File: config.mk
export PLATFORM = sky130hd
export DESIGN_NAME = packet_framer
export DESIGN_NICKNAME = d
export VERILOG_FILES = /design/src/rtl/packet_framer.sv
export SDC_FILE = /design/constraint.sdc
export NUM_CORES = 1
export LEC_CHECK = 0
export ABC_AREA = 1
export CORE_AREA = 2 2 368 188
export CTS_CLUSTER_DIAMETER = 30
export DETAILED_ROUTE_END_ITERATION = 10
export DIE_AREA = 0 0 370 190
export SLEW_MARGIN = 25
export SYNTH_ARGS = -nofsm -noshare
export SYNTH_HDL_FRONTEND = slang
export SYNTH_SLANG_ARGS = --single-unit
export TNS_END_PERCENT = 10
File: constraint.sdc
create_clock -name clk -period 3.43 [get_ports clk]
set_input_delay 1.029 -clock clk [delete_from_list [all_inputs] [get_ports clk]]
set_output_delay 1.029 -clock clk [all_outputs]
set_load 0.1 [all_outputs]
File: src/rtl/packet_framer.sv
// Packet framer: prepends a two-word header (length/stream, per-stream sequence) to payload words.
// Optional `FRAMER_SEQ_CLEAR_EN adds a seq_clear input that resets every sequence counter.
module packet_framer #(
    parameter int unsigned NUM_STREAMS = 16,
    parameter logic [31:0] SEQ_START   = 32'd1
) (
    input  logic        clk,
    input  logic        reset_b,
`ifdef FRAMER_SEQ_CLEAR_EN
    input  logic        seq_clear,
`endif
    input  logic        cmd_val,
    output logic        cmd_ready,
    input  logic [15:0] cmd_stream,
    input  logic [15:0] cmd_length,
    input  logic [31:0] pay_in,
    input  logic        pay_in_val,
    output logic        pay_in_ready,
    output logic [31:0] dataOut,
    output logic        dataOut_val,
    input  logic        dataOut_ready,
    output logic        dataOut_last
);

    localparam int unsigned IdxW = (NUM_STREAMS > 1) ? $clog2(NUM_STREAMS) : 1;

    typedef enum logic [1:0] {StIdle, StHdr0, StHdr1, StPayload} state_e;

    state_e      state_q, state_d;
    logic [15:0] stream_q, stream_d;
    logic [15:0] length_q, length_d;
    logic [13:0] pay_left_q, pay_left_d;
    logic [31:0] seq_q, seq_d;
    logic [31:0] tbl_q [NUM_STREAMS];
    logic [31:0] tbl_d [NUM_STREAMS];
    logic [31:0] dout_q, dout_d;
    logic        dval_q, dval_d;
    logic        dlast_q, dlast_d;

    logic            load_en;
    logic            cmd_acc;
    logic            pay_acc;
    logic            clr;
    logic [IdxW-1:0] idx;
    logic [13:0]     words;

`ifdef FRAMER_SEQ_CLEAR_EN
    assign clr = seq_clear;
`else
    assign clr = 1'b0;
`endif

    assign idx = cmd_stream[IdxW-1:0];

    // Remainder bytes are dropped; a packet always carries at least the two header words.
    always_comb begin
        words = cmd_length[15:2];
        if (words < 14'd2) begin
            words = 14'd2;
        end
    end

    // State register
    always_ff @(posedge clk or negedge reset_b) begin
        if (!reset_b) begin
            state_q <= StIdle;
        end else begin
            state_q <= state_d;
        end
    end

    // Next-state logic
    always_comb begin
        state_d = state_q;
        unique case (state_q)
            StIdle:    if (cmd_acc) state_d = StHdr0;
            StHdr0:    if (load_en) state_d = StHdr1;
            StHdr1:    if (load_en) state_d = (pay_left_q != 14'd0) ? StPayload : StIdle;
            StPayload: if (pay_acc && (pay_left_q == 14'd1)) state_d = StIdle;
            default:   state_d = StIdle;
        endcase
    end

    // Output / handshake logic
    always_comb begin
        load_en      = !dval_q || dataOut_ready;
        cmd_ready    = (state_q == StIdle);
        pay_in_ready = (state_q == StPayload) && load_en;
        cmd_acc      = cmd_val && cmd_ready;
        pay_acc      = pay_in_val && pay_in_ready;
    end

    // Datapath next-state: command latch, sequence table and output register
    always_comb begin
        stream_d   = stream_q;
        length_d   = length_q;
        pay_left_d = pay_left_q;
        seq_d      = seq_q;
        dout_d     = dout_q;
        dval_d     = dval_q;
        dlast_d    = dlast_q;
        tbl_d      = tbl_q;

        if (clr) begin
            for (int unsigned i = 0; i < NUM_STREAMS; i++) begin
                tbl_d[i] = SEQ_START;
            end
        end

        if (cmd_acc) begin
            stream_d   = cmd_stream;
            length_d   = cmd_length;
            pay_left_d = words - 14'd2;
            seq_d      = clr ? SEQ_START : tbl_q[idx];
            tbl_d[idx] = seq_d + 32'd1;
        end

        // A consumed word with nothing new to load drops valid; data is left as-is.
        if (load_en) begin
            dval_d  = 1'b0;
            dlast_d = 1'b0;
            unique case (state_q)
                StHdr0: begin
                    dout_d = {length_q[7:0], length_q[15:8], stream_q[7:0], stream_q[15:8]};
                    dval_d = 1'b1;
                end
                StHdr1: begin
                    dout_d  = {seq_q[7:0], seq_q[15:8], seq_q[23:16], seq_q[31:24]};
                    dval_d  = 1'b1;
                    dlast_d = (pay_left_q == 14'd0);
                end
                StPayload: begin
                    if (pay_acc) begin
                        dout_d     = pay_in;
                        dval_d     = 1'b1;
                        dlast_d    = (pay_left_q == 14'd1);
                        pay_left_d = pay_left_q - 14'd1;
                    end
                end
                default: ;
            endcase
        end
    end

    always_ff @(posedge clk or negedge reset_b) begin
        if (!reset_b) begin
            stream_q   <= '0;
            length_q   <= '0;
            pay_left_q <= '0;
            seq_q      <= '0;
            dout_q     <= '0;
            dval_q     <= 1'b0;
            dlast_q    <= 1'b0;
        end else begin
            stream_q   <= stream_d;
            length_q   <= length_d;
            pay_left_q <= pay_left_d;
            seq_q      <= seq_d;
            dout_q     <= dout_d;
            dval_q     <= dval_d;
            dlast_q    <= dlast_d;
        end
    end

    always_ff @(posedge clk or negedge reset_b) begin
        if (!reset_b) begin
            for (int unsigned i = 0; i < NUM_STREAMS; i++) begin
                tbl_q[i] <= SEQ_START;
            end
        end else begin
            for (int unsigned i = 0; i < NUM_STREAMS; i++) begin
                tbl_q[i] <= tbl_d[i];
            end
        end
    end

    assign dataOut      = dout_q;
    assign dataOut_val  = dval_q;
    assign dataOut_last = dlast_q;

    // A stalled word must not change under the consumer.
    a_hold_stable: assert property (@(posedge clk) disable iff (!reset_b)
        (dval_q && !dataOut_ready) |=> (dval_q && $stable(dout_q) && $stable(dlast_q)));

    a_last_only_valid: assert property (@(posedge clk) disable iff (!reset_b)
        dlast_q |-> dval_q);

endmodule
Yosys cells after proc, flatten, opt, wreduce, memory -nomap -nowiden
Index checks and enable logic that the tools add are counted.
{"block": "word_totals", "output_inout_bits": 36, "reg_bits": 626, "word_cells": 77}
{"block": "classes", "mux": 23, "bitwise": 1, "eq_ne": 9, "reduce_logical": 14, "add_sub_neg": 3, "order_cmp": 3}
{"cell": "512-bit bitwise mux", "count": 1}
{"cell": "32-bit binary-select mux with 4-bit select", "count": 1}
{"cell": "32-bit demux with 4-bit select", "count": 1}
{"cell": "32-bit 2-to-1 mux", "count": 4}
{"cell": "32-bit one-hot mux with 3 select lines", "count": 1}
{"cell": "14-bit 2-to-1 mux", "count": 5}
{"cell": "32-bit by 1-bit adder with 32-bit output (second input constant)", "count": 1}
{"cell": "14-bit by 1-bit equality test with 1-bit output (second input constant)", "count": 1}
{"cell": "14-bit logical NOT", "count": 1}
{"cell": "14-bit by 2-bit < comparator with 1-bit output (second input constant)", "count": 1}
{"cell": "14-bit nonzero test", "count": 1}
{"cell": "14-bit by 1-bit subtractor with 14-bit output (second input constant)", "count": 1}
{"cell": "14-bit by 2-bit subtractor with 14-bit output (second input constant)", "count": 1}
{"cell": "2-bit 2-to-1 mux", "count": 5}
{"cell": "2-bit inequality test (second input constant)", "count": 4}
{"cell": "2-bit one-hot mux with 4 select lines", "count": 1}
{"cell": "5-bit >= comparator (second input constant)", "count": 1}
{"cell": "1-bit logical AND", "count": 5}
{"cell": "5-bit by 1-bit < comparator with 1-bit output (second input constant)", "count": 1}
{"cell": "4-bit NOT with 5-bit output", "count": 1}
{"cell": "2-bit equality test (second input constant)", "count": 2}
{"cell": "1-bit one-hot mux with 2 select lines", "count": 2}
{"cell": "4-bit AND reduction", "count": 1}
{"cell": "3-bit AND reduction", "count": 1}
{"cell": "8 further kinds", "count": 9}

Logic depth before layout (Yosys ltp)
{"block": "depth", "ltp_word": 7, "ltp_mapped": 22, "depth_no_buf": 18}

Worst setup path before layout
No wires, ideal clock.
{"block": "synth_path", "path_kind": "input to register", "startpoint": "input dataOut_ready", "endpoint": "register dout_q[0], in the netlist dataOut[0]", "setup_ns": 0.125, "cell_stages": 6, "t_arrival_ns": 3.796, "required_time_ns": 3.305, "path_slack_ns": -0.492, "path_cell_list": "nor2_1 > nor2_1 > nand2_1 > a211oi_1 > clkbuf_1 > mux2_2"}
{"block": "synth_between", "elab_chain_len": 5}
{"item": "start, declared", "line": "21", "source": "input logic dataOut_ready,"}
{"item": "1-bit logical OR", "line": "86", "source": "load_en = !dval_q || dataOut_ready;"}
{"item": "1-bit logical AND", "line": "88", "source": "pay_in_ready = (state_q == StPayload) && load_en;"}
{"item": "via pay_in_ready", "line": "18", "source": "output logic pay_in_ready,"}
{"item": "1-bit logical AND", "line": "90", "source": "pay_acc = pay_in_val && pay_in_ready;"}
{"item": "2-bit inequality test (no line)"}
{"item": "3-bit AND reduction (no line)"}
{"item": "end signal, assigned", "line": "159", "source": "dout_q <= dout_d;"}
{"item": "end, declared", "line": "36", "source": "logic [31:0] dout_q, dout_d;"}
The timed path passes the listed nets, and every way through them passes these cells.
A chain may end at the register's enable or synchronous reset.

Worst setup path in the final report
{"block": "layout_path", "startpoint": "input cmd_stream[3]", "endpoint": "register tbl_q[287] in the netlist's numbering"}
{"block": "layout_between", "elab_chain_len": 6, "word_cells_on_any_way": 11, "classes_between": "add/sub (1); order compare (2); mux (6); bitwise (1); reduce/logical (1)"}
{"item": "start, declared", "line": "14", "source": "input logic [15:0] cmd_stream,"}
{"item": "4-bit NOT with 5-bit output (not written as such) *", "line": "114, 115"}
{"item": "32-bit binary-select mux with 4-bit select, or another cell as far along", "line": "114", "source": "seq_d = clr ? SEQ_START : tbl_q[idx];"}
{"item": "32-bit 2-to-1 mux (not written as such) or 1-bit logical AND (tied branches)", "line": "114, 115"}
{"item": "32-bit 2-to-1 mux (on tied branches)", "line": "114, 115"}
{"item": "32-bit by 1-bit adder with 32-bit output or 32-bit demux with 4-bit select (tied branches)", "line": "115", "source": "tbl_d[idx] = seq_d + 32'd1;"}
{"item": "512-bit bitwise mux *", "line": "115"}
{"item": "end signal, assigned by index", "line": "172", "source": "tbl_q[i] <= tbl_d[i];"}
{"item": "end, declared", "line": "34", "source": "logic [31:0] tbl_q [NUM_STREAMS];"}
Every way passes the cells marked *; elsewhere a longest branch is shown, timed or not. The select of a mux whose other input is x is not followed.

==> impl_metrics.ini <==
[detailed_routing]
detail_route.drc_violations = 0
num_vias = 30000
routed-wl-met2_mm = 43.6
length_of_routed_wiring_on_met1_mm = 55.3
wl_mm = 115
dr.pass1.iters = 6
ant_nets = 0
highest-signal-layer = met4
wl_met3_mm = 13.9
post_drt_via_cell_ratio = 5.33
first_iter_violations = 3562
wl_per_cell_microns = 20.4

[clock_network]
clock_insertion_delay_at_the_later_pin_of_the_skew_report_ps = 690
htree_num_levels = 3
clock_tree_from_tritoncts = done
cts.path.max_buffers = 3
clk_transition_reported_paths_ps = 60
cts_root_buf = sky130_fd_sc_hd__clkbuf_16
cts.repair_timing.setup_buffer_count = 0
cts.sinks = 626
tritoncts.num_buffers = 103

[worst_setup_path]
reg2reg_slack_ps = 680
timing.rr.end = tbl_q[186]
reg2reg_from = tbl_q[128]
worstSetupEndpoint = tbl_q[287]
path_cells = clkdlybuf4s50_1, buf_4, nor2_4, buf_6, buf_4, nand2_1, nand4_1, nand2_1, nor2_1, nand2_1, nor2_1, buf_4, nand3_2, buf_4, nand3_1, nand2_1
reg2reg_depth = 16
worst-endpoint-required_ps = 4000
timing.critical_path.slowest_cell_delay_ps = 540
critPathMaxFanout = 16
critical_path_startpoint = cmd_stream[3]
cp.depth = 16
timing.setup.critical_path_class = in2reg
arrival_ps = 3920
cp_delay_by_family_top = buffers and inverters
worstSetupStartpointType = input port
cell_with_the_biggest_individual_delay_on_the_critical_path = sky130_fd_sc_hd__clkdlybuf4s50_1
worst_setup_path_end_kind = flop
cp.buffers_inverters = 6

[sta]
finalSetupViolCount = 0
finalWorstSetupSlack_ps = 84.6
fin_crit_sh_pct = 97.5
worst_slew_margin_rel_pct = 51.2
max_freq_mhz = 299
unrepaired_setup_endpoints_after_global_routing = no
period_minus_slack_ps = 3350
drv_slew = 0
setup_tns_ps = 0
fin_skew_ps = 17.7
worstMarginPinSlew_ps = 732
timing.final.hold_violations = 0

[final_layout]
final_design_area_no_fill_sq_um = 39300
n_antenna_cell = 0
nFillCells = 6372
area.growth.synth_to_final_pct = 26.0
nNetsFinal = 4716
post_route_cells_drive_above_1_share_pct = 13.6

[global_routing]
grt_pass1_wl_mm = 176
grt_antenna_before_repair = 1
maximum_number_of_pins_on_one_net_before_global_route_repair = 66
gr-usage-all-layers_pct = 33.1
global_route.overflow_total = 0
number_of_global_route_vias_before_repair = 27500

[floorplanning]
initial_utilization_pct = 46.1
die_width_microns = 370
floorplan.die_area_sq_um = 70300
die_h_microns = 190
core.rowCount = 68
core-area_sq_um = 67600
top_level_ports = 105

[synth]
netlist-cell-type-count = 40
synthXorXnorAreaFrac_pct = 0.518
synthArstFlopShare_pct = 100
syn-instance-count = 4368
synth_sequential_area_ratio_pct = 50.3
synth.yosys.warnings = 0
synth.cell_area_sq_um = 31200
synthAdderAreaFrac_pct = 0.321
post_synth.cell_area_avg_sq_um = 7.13
number_of_synthesized_flops_with_an_enable_pin = 0
synth-seq-cells = 626
main_combinational_cell_family_by_area_after_synthesis = simple AND/OR/NAND/NOR gates
synth_compound_area_share_pct = 6.29
synthesis.nets = 4445
yosys_most_used_dff = sky130_fd_sc_hd__dfrtp_1
synth-simple-area-share_pct = 36.6
post_synthesis_mux_area_share_pct = 0.470

[placed_design]
buffer_ports.inserted = 104
placed_cell_area_sq_um = 35500
detailedPlacementHpwl_mm = 76.4
dp_slack_ps = -531
gp_routability_congestion = 0.955

[power_and_ir_drop]
total_power_mw = 24.8
irDropWorstVdd_mv = 0.438
total_leakage_power_nw = 20.6
power.density_nw_per_um2 = 633

[flow_run]
max_cap_viol_count = 0

[status]
status = finished clean

[min_path]
timing.hold.worst.class = in2async
==> through the flow <==
| stage | util (%) | cells | hold WS [ps] |
|---|---|---|---|
| 2_1_floorplan | - | 4368 | 449 |
| 3_3_place_gp | 52.5 | 5444 | 462 |
| 3_5_place_dp | 52.5 | 5444 | 465 |
| 4_1_cts | 58.0 | 5635 | 325 |
| 5_1_grt | 58.0 | 5635 | 353 |
| 6_report | 58.0 | 5635 | 332 |
==> cell type report <==
class / instances / area, sq um / share of cell area, %
well taps: 910 / 1140 / 2.90
repair buffers: 424 / 4300 / 10.9
clock buffers: 126 / 2860 / 7.28
clock inverters: 65 / 828 / 2.11
inverters: 141 / 539 / 1.37
flip-flops and latches: 626 / 15700 / 40.0
multi-input cells: 3343 / 13900 / 35.4
==> layer usage <==
layer,vias to the layer above,GRT usage (%)
li1,14100,-
met1,14200,53.4
met2,1592,42.8
met3,158,8.75
met4,0,8.30
met5,-,0
==> worst reg2reg max path, stage by stage (launching register included) <==
cell,delay (ps)
sky130_fd_sc_hd__dfstp_2,510
sky130_fd_sc_hd__inv_1,50
sky130_fd_sc_hd__o21ai_0,310
sky130_fd_sc_hd__o21ai_1,100
sky130_fd_sc_hd__nand2_1,90
sky130_fd_sc_hd__nor2_2,50
sky130_fd_sc_hd__inv_1,70
sky130_fd_sc_hd__ha_1,260
sky130_fd_sc_hd__nand2_1,170
sky130_fd_sc_hd__nor2_2,170
sky130_fd_sc_hd__nand2_1,100
sky130_fd_sc_hd__nor2_2,210
sky130_fd_sc_hd__nand2_1,90
sky130_fd_sc_hd__nand2_1,70
sky130_fd_sc_hd__nand2_2,200
sky130_fd_sc_hd__nand2_1,140
sky130_fd_sc_hd__nand2_1,50
==> Yosys cell counts (2+ instances only) <==
library cell               number  share of area [%]
sky130_fd_sc_hd__inv_1        122                1.5
sky130_fd_sc_hd__dfrtp_1      610                 49
sky130_fd_sc_hd__o21ai_1       23               0.37
sky130_fd_sc_hd__a31oi_1        3              0.060
sky130_fd_sc_hd__ha_1           8               0.32
sky130_fd_sc_hd__o211ai_1      16               0.39
sky130_fd_sc_hd__a21oi_1       16               0.26
sky130_fd_sc_hd__nor2_2         8               0.16
sky130_fd_sc_hd__clkinv_1      16               0.19
sky130_fd_sc_hd__dfstp_2       16                1.3
sky130_fd_sc_hd__buf_1         20               0.24
sky130_fd_sc_hd__o22ai_1        3              0.060
sky130_fd_sc_hd__buf_6          2              0.072
sky130_fd_sc_hd__a22oi_1       10               0.24
sky130_fd_sc_hd__nand3_1      115                1.8
sky130_fd_sc_hd__nor2_1       126                1.5
sky130_fd_sc_hd__xor2_1        10               0.28
sky130_fd_sc_hd__nor2_4         4               0.14
sky130_fd_sc_hd__a211oi_1       2              0.048
sky130_fd_sc_hd__clkbuf_1     146                1.8
sky130_fd_sc_hd__nand2_1     2625                 32
sky130_fd_sc_hd__nor3_1        17               0.27
sky130_fd_sc_hd__inv_2          3              0.036
sky130_fd_sc_hd__nand2_2       12               0.24
sky130_fd_sc_hd__xor2_2         4               0.21
sky130_fd_sc_hd__buf_2         62                1.0
sky130_fd_sc_hd__nand3_2        2              0.064
sky130_fd_sc_hd__mux2_2        13               0.47
sky130_fd_sc_hd__buf_4         28               0.67
sky130_fd_sc_hd__nand4_1       37               0.74
sky130_fd_sc_hd__o21ai_0      262                4.2
sky130_fd_sc_hd__o21a_1        19               0.46
==> sequential cells by signal (all words and copies together), names as in the netlist <==
signal / count
length_q: 16
tbl_q: 512
stream_q: 16
dataOut_last: 1
dataOut: 32
state_q: 2
seq_q: 32
dataOut_val: 1
pay_left_q: 14
==> worst min path at each step <==
stage / slack, ps / from / end / cells after the start
finish: 330 / reset_b / tbl_q[257] / 1
global route: 350 / reset_b / tbl_q[353] / 1
CTS: 320 / reset_b / tbl_q[257] / 1
detailed placement: 460 / tbl_q[271] / tbl_q[271] / 2
global placement: 460 / tbl_q[286] / tbl_q[286] / 2
floorplan: 450 / tbl_q[217] / tbl_q[217] / 2
==> layout by cell type, fill, tap and decap left out, types with 15 or more instances in the layout <==
cell type	instances
sky130_fd_sc_hd__a21oi_1	16
sky130_fd_sc_hd__buf_12	74
sky130_fd_sc_hd__buf_4	280
sky130_fd_sc_hd__clkbuf_16	107
sky130_fd_sc_hd__clkdlybuf4s50_1	65
sky130_fd_sc_hd__clkinv_4	15
sky130_fd_sc_hd__dfrtp_1	610
sky130_fd_sc_hd__dfstp_2	16
sky130_fd_sc_hd__inv_1	118
sky130_fd_sc_hd__inv_2	18
sky130_fd_sc_hd__nand2_1	2624
sky130_fd_sc_hd__nand3_1	115
sky130_fd_sc_hd__nand4_1	37
sky130_fd_sc_hd__nor2_1	118
sky130_fd_sc_hd__o211ai_1	16
sky130_fd_sc_hd__o21a_1	19
sky130_fd_sc_hd__o21ai_0	262
sky130_fd_sc_hd__o21ai_1	23
==> cell families after synthesis <==
kind of cell | count (synthesis)
xor+xnor | 15
compound gates | 361
buf+inv | 399
fa+ha+maj | 8
flops | 626
mux | 13
simple gates | 2946
==> power breakdown <==
part / switching, mW / internal (mW)
Sequential: 0.420 / 8.13
Combinational: 3.72 / 1.52
Clock: 4.01 / 7.04
==> what timing repair did <==
item / 4_1_cts / 5_1_grt
gates resized for setup: 0 / 6
setup endpoints to repair: 0 / 55
hold endpoints to repair: 0 / 0
hold buffers: 0 / 0
Power figures use the tool's default switching activity.
